[src/rtl/traffic_sensor_conditioner.sv]
// rtl/traffic_sensor_conditioner.sv - loop-detector conditioning for roads A and B
// Each road is synchronised, debounced, gap-held and counted by an independent channel.

module traffic_sensor_channel #(
  parameter int DEB_CYC = 4,
  parameter int GAP_CYC = 8,
  parameter int CW      = 8
) (
  input  logic          clk,
  input  logic          reset,
  input  logic          raw,
  input  logic          cnt_clr,
  output logic          req,
  output logic [CW-1:0] cnt
);

  typedef enum logic [1:0] {
    EMPTY    = 2'd0,
    OCCUPIED = 2'd1,
    GAP      = 2'd2
  } state_t;

  localparam logic [7:0]    DEB_LAST = 8'(DEB_CYC - 1);
  localparam logic [7:0]    GAP_LAST = 8'(GAP_CYC - 1);
  localparam logic [CW-1:0] CNT_MAX  = '1;

  logic       sync1;
  logic       s;
  state_t     state;
  state_t     state_nx;
  logic [7:0] qcnt;
  logic [7:0] qcnt_nx;
  logic [7:0] gcnt;
  logic [7:0] gcnt_nx;
  logic       arrive;

  always_ff @(posedge clk) begin
    if (!reset) begin
      sync1 <= 1'b0;
      s     <= 1'b0;
    end else begin
      sync1 <= raw;
      s     <= sync1;
    end
  end

  always_ff @(posedge clk) begin
    if (!reset) begin
      state <= EMPTY;
      qcnt  <= 8'd0;
      gcnt  <= 8'd0;
    end else begin
      state <= state_nx;
      qcnt  <= qcnt_nx;
      gcnt  <= gcnt_nx;
    end
  end

  always_comb begin
    state_nx = state;
    qcnt_nx  = qcnt;
    gcnt_nx  = gcnt;
    arrive   = 1'b0;
    case (state)
      EMPTY: begin
        if (!s) begin
          qcnt_nx = 8'd0;
        end else if (qcnt == DEB_LAST) begin
          state_nx = OCCUPIED;
          qcnt_nx  = 8'd0;
          arrive   = 1'b1;
        end else begin
          qcnt_nx = qcnt + 8'd1;
        end
      end
      OCCUPIED: begin
        if (!s) begin
          state_nx = GAP;
          gcnt_nx  = 8'd1;
        end
      end
      GAP: begin
        // A vehicle reappearing inside the gap window is the same occupancy, not an arrival.
        if (s) begin
          state_nx = OCCUPIED;
          gcnt_nx  = 8'd0;
        end else if (gcnt == GAP_LAST) begin
          state_nx = EMPTY;
          gcnt_nx  = 8'd0;
        end else begin
          gcnt_nx = gcnt + 8'd1;
        end
      end
      default: begin
        state_nx = EMPTY;
      end
    endcase
  end

  always_ff @(posedge clk) begin
    if (!reset) begin
      cnt <= '0;
    end else if (cnt_clr) begin
      cnt <= '0;
    end else if (arrive && (cnt != CNT_MAX)) begin
      cnt <= cnt + 1'b1;
    end
  end

  assign req = (state != EMPTY);

endmodule

module traffic_sensor_conditioner #(
  parameter int DEB_CYC = 4,
  parameter int GAP_CYC = 8,
  parameter int CW      = 8
) (
  input  logic          clk,
  input  logic          reset,
  input  logic          raw_a,
  input  logic          raw_b,
  input  logic          cnt_clr,
  output logic          ta,
  output logic          tb,
  output logic [CW-1:0] cnt_a,
  output logic [CW-1:0] cnt_b
);

  traffic_sensor_channel #(
    .DEB_CYC(DEB_CYC),
    .GAP_CYC(GAP_CYC),
    .CW     (CW)
  ) u_chan_a (
    .clk    (clk),
    .reset  (reset),
    .raw    (raw_a),
    .cnt_clr(cnt_clr),
    .req    (ta),
    .cnt    (cnt_a)
  );

  traffic_sensor_channel #(
    .DEB_CYC(DEB_CYC),
    .GAP_CYC(GAP_CYC),
    .CW     (CW)
  ) u_chan_b (
    .clk    (clk),
    .reset  (reset),
    .raw    (raw_b),
    .cnt_clr(cnt_clr),
    .req    (tb),
    .cnt    (cnt_b)
  );

endmodule

[config.mk]
export PLATFORM = sky130hd
export DESIGN_NAME = traffic_sensor_conditioner
export DESIGN_NICKNAME = d
export VERILOG_FILES = /design/src/rtl/traffic_sensor_conditioner.sv
export SDC_FILE = /design/constraint.sdc
export NUM_CORES = 1
export LEC_CHECK = 0
export CORE_ASPECT_RATIO = 1.75
export CORE_MARGIN = 10
export CORE_UTILIZATION = 30
export CTS_CLUSTER_DIAMETER = 40
export DETAILED_ROUTE_END_ITERATION = 10
export HOLD_SLACK_MARGIN = 0.15
export SYNTH_ARGS = -nofsm -noshare
export SYNTH_HDL_FRONTEND = slang
export SYNTH_SLANG_ARGS = --single-unit
[constraint.sdc]
create_clock -name clk -period 2.4 [get_ports clk]
set_input_delay 0.6 -clock clk [delete_from_list [all_inputs] [get_ports clk]]
set_output_delay 0.6 -clock clk [all_outputs]
set_load 0.01 [all_outputs]
==> results.cfg <==
[setup_path]
critPathLaunchType = register
reg2reg_slack_ps = 370
r2r_end = u_chan_b.cnt[6]
startpoint = u_chan_a.state[0]
worstRegToRegCells = 5
timing.rr.start = u_chan_b.qcnt[0]
worstPathCellList = nor2_2 -> inv_2 -> clkdlybuf4s50_1
crit_path_end_kind = output port
critPathArrivalTime_ps = 1690
crit_required_ps = 1800
worstPathMaxFanout = 11
worst-setup-path-type = register to output port
cpPeakStageDelay_ps = 560
slowest_stage = clkdlybuf4s50_1

[global_route]
grt_use_total = 0.09167
gr-total-overflow = 0
grt_antenna_before_repair = 0
grt_pass1_wl_um = 10740
grt_pass1_vias = 2322
grt_max_degree = 19

[synth]
yosysSeqAreaShare = 0.3923
ys_seq_elements = 56
synth_cell_types = 56
synth_nets = 344
yosys_warnings = 0
synth-async-reset-ratio = 0
synthFlopType = dfxtp_1
syn_avg_cell_area_sq_um = 8.582
synthTopCellsByArea = dfxtp_1, a21oi_1, nand2_1
synthCells = 333
synth-edff-count = 0
synth_area_sq_mm = 0.002858
yosysTopAreaCellShare = 0.3923
synth_area_leader_cell = dfxtp_1

[pwr]
p_total_w = 0.001704
p_per_area_mw_per_mm2 = 508.7
switching_share = 0.2159
internal_power_w = 0.001336
power_leakage_nw = 1.029
power_frac_comb = 0.025
p_seq_frac = 0.550
p_switching_w = 0.0003681
clock_power_share = 0.424
ir_drop_mv = 0.4931

[routing]
highest_layer = met4
dr_wl_met3_um = 281
routed_via_density = 5.291
vias = 2524
wl_met2_um = 3284
routed_wirelength_um = 6369
drt_iter0_drc = 101
wl_met1_um = 2647
wl_per_cell_um = 13.35
dr.pass1.iters = 4
route.detailed.drc = 0
drtAntennaViolNets = 0

[die]
die-area_sq_mm = 0.01398
die_h_um = 149.1
die_x_um = 93.78
core_area_sq_mm = 0.009409
ios = 23
num_rows = 47
start_util = 0.3037

[timing]
rsz0062_at_grt = false
fin_skew_ps = 2.286
tns_ps = 0
period_needed_ps = 2286
max-slew-margin-rel = 0.5955
tightest_slew_ps = 598.6
clock.fmax_mhz = 437.4
period_share = 0.9527
finalMaxSlewViolations = 0
setup_viol = 0
hold_viol = 0

[hold_path]
whs_path_depth = 1
holdPathEnd = u_chan_a.s
hold_start = u_chan_a.sync1
hold_class = register to register

[layout]
layout_commonest_cell = dfxtp_1
finalNetCount = 366
final_cell_mix = dfxtp_1, a21oi_1, nand2_1
diodes = 0
drive_gt1_frac = 0.07324
area_growth_syn_to_layout_pct = 17.25

[clocking]
cts_tree = built
cts_sinks = 56
clockBufferDepth = 2
clkLatencyLatePin_ps = 290
clk_pin_slew_ps = 70
cts-root-buf = clkbuf_16
ctsHoldBuffers = 0
cts_buffers = 5
htree_levels = 2

[place]
io_buffer_count = 22
dp_hpwl_um = 4651
gp_congestion = 0.8522

[run_status]
status = finished, final reports clean

[flow_run]
max_cap_viol_count = 0
-- stage by stage --
stage                     hold slack (ps)  setup WS (ps)  instance area, sq um  cells  utilization
final                               434.1          113.6                  3351    477       0.3561
after global routing                454.4          19.60                  3351    477       0.3561
after CTS                           438.0          72.00                  3347    477       0.3557
after detailed placement            421.0          392.0                  3209    470       0.3411
after global placement              414.6          431.1                  3209    470       0.3411
after floorplan                     411.9          614.6                  2858    333            -
-- timing repair --
| action | CTS | global route |
|---|---|---|
| resized for setup | 0 | 2 |
| setup buffers | 0 | 0 |
| setup endpoints to repair | 0 | 2 |
-- cell usage after synthesis (2+ instances only) --
master	n
o21ai_0	9
buf_6	2
o211a_1	2
a211oi_1	2
a21oi_1	31
or3b_1	3
nor4_1	2
o211ai_1	4
nor2_1	29
and3_1	4
a31oi_1	7
o31ai_1	9
nand2b_1	4
o41ai_1	2
a2111oi_4	2
nor2b_1	2
nand3_1	20
and2_1	8
a22oi_1	2
xor2_1	8
nor3_1	7
clkbuf_1	7
nand4_1	7
dfxtp_1	56
nand2_1	30
o2111ai_1	2
or4_1	10
or3_1	7
clkinv_1	2
o21a_1	2
buf_2	5
inv_1	9
a311oi_1	2
a2111oi_0	2
xnor2_1	6
ha_1	6
nor4bb_1	2
-- sequential cells by signal, summed over array words and instances, names as in the netlist --
name and flops:
u_chan_a.state 2, u_chan_a.cnt 8, u_chan_b.state 2, u_chan_a.s 1
u_chan_b.s 1, u_chan_b.gcnt 8, u_chan_a.sync1 1, u_chan_a.gcnt 8
u_chan_b.qcnt 8, u_chan_b.sync1 1, u_chan_b.cnt 8, u_chan_a.qcnt 8
-- power by group through the flow --
stage	Combinational (W)	Sequential [W]	Clock [W]
2_1_floorplan	0.0000264	0.000956	0
3_3_place_gp	0.0000438	0.000960	0
3_5_place_dp	0.0000443	0.000960	0
4_1_cts	0.0000443	0.000938	0.000744
5_1_grt	0.0000484	0.000938	0.000758
6_report	0.0000433	0.000938	0.000723
-- metal layers --
layer,track usage,vias up
met3,0.02722,12
met1,0.09474,1208
met2,0.1625,33
met4,0.04427,0
met5,0,-
li1,-,1271
-- cells by family after synthesis --
logic type | count (synthesis) | synth area share
AOI/OAI and AO/OA | 84 | 0.2049
xor gates and xnor gates | 14 | 0.04291
adders and majority gates | 6 | 0.02627
buffers and inverters | 26 | 0.04159
DFF | 56 | 0.3923
muxes | 2 | 0.007443
and+or+nand+nor | 145 | 0.2846
-- how the worst max path moves through the flow --
| stage | end | cells after the start | slack [ps] |
|---|---|---|---|
| 3_3_place_gp | tb | 3 | 430 |
| 5_1_grt | ta | 3 | 20 |
| 6_report | ta | 3 | 110 |
| 3_5_place_dp | u_chan_b.cnt[6] | 5 | 390 |
| 2_1_floorplan | u_chan_b.cnt[5] | 6 | 610 |
| 4_1_cts | tb | 3 | 70 |
-- final cells by class --
type | count | area (sq um)
Fill cell | 1004 | 6058
Multi-Input combinational cell | 251 | 1620
Sequential cell | 56 | 1122
Timing Repair Buffer | 29 | 272.8
Tap cell | 122 | 152.6
Clock buffer | 6 | 128.9
Inverter | 12 | 45.04
Clock inverter | 1 | 8.758
-- critical path: cells and delay by family, from the launching register on --
kind	cells	cell delay [ps]
DFF	1	540
buffers and inverters	2	720
and+or+nand+nor	1	130
(Power assumes the default switching activity.)
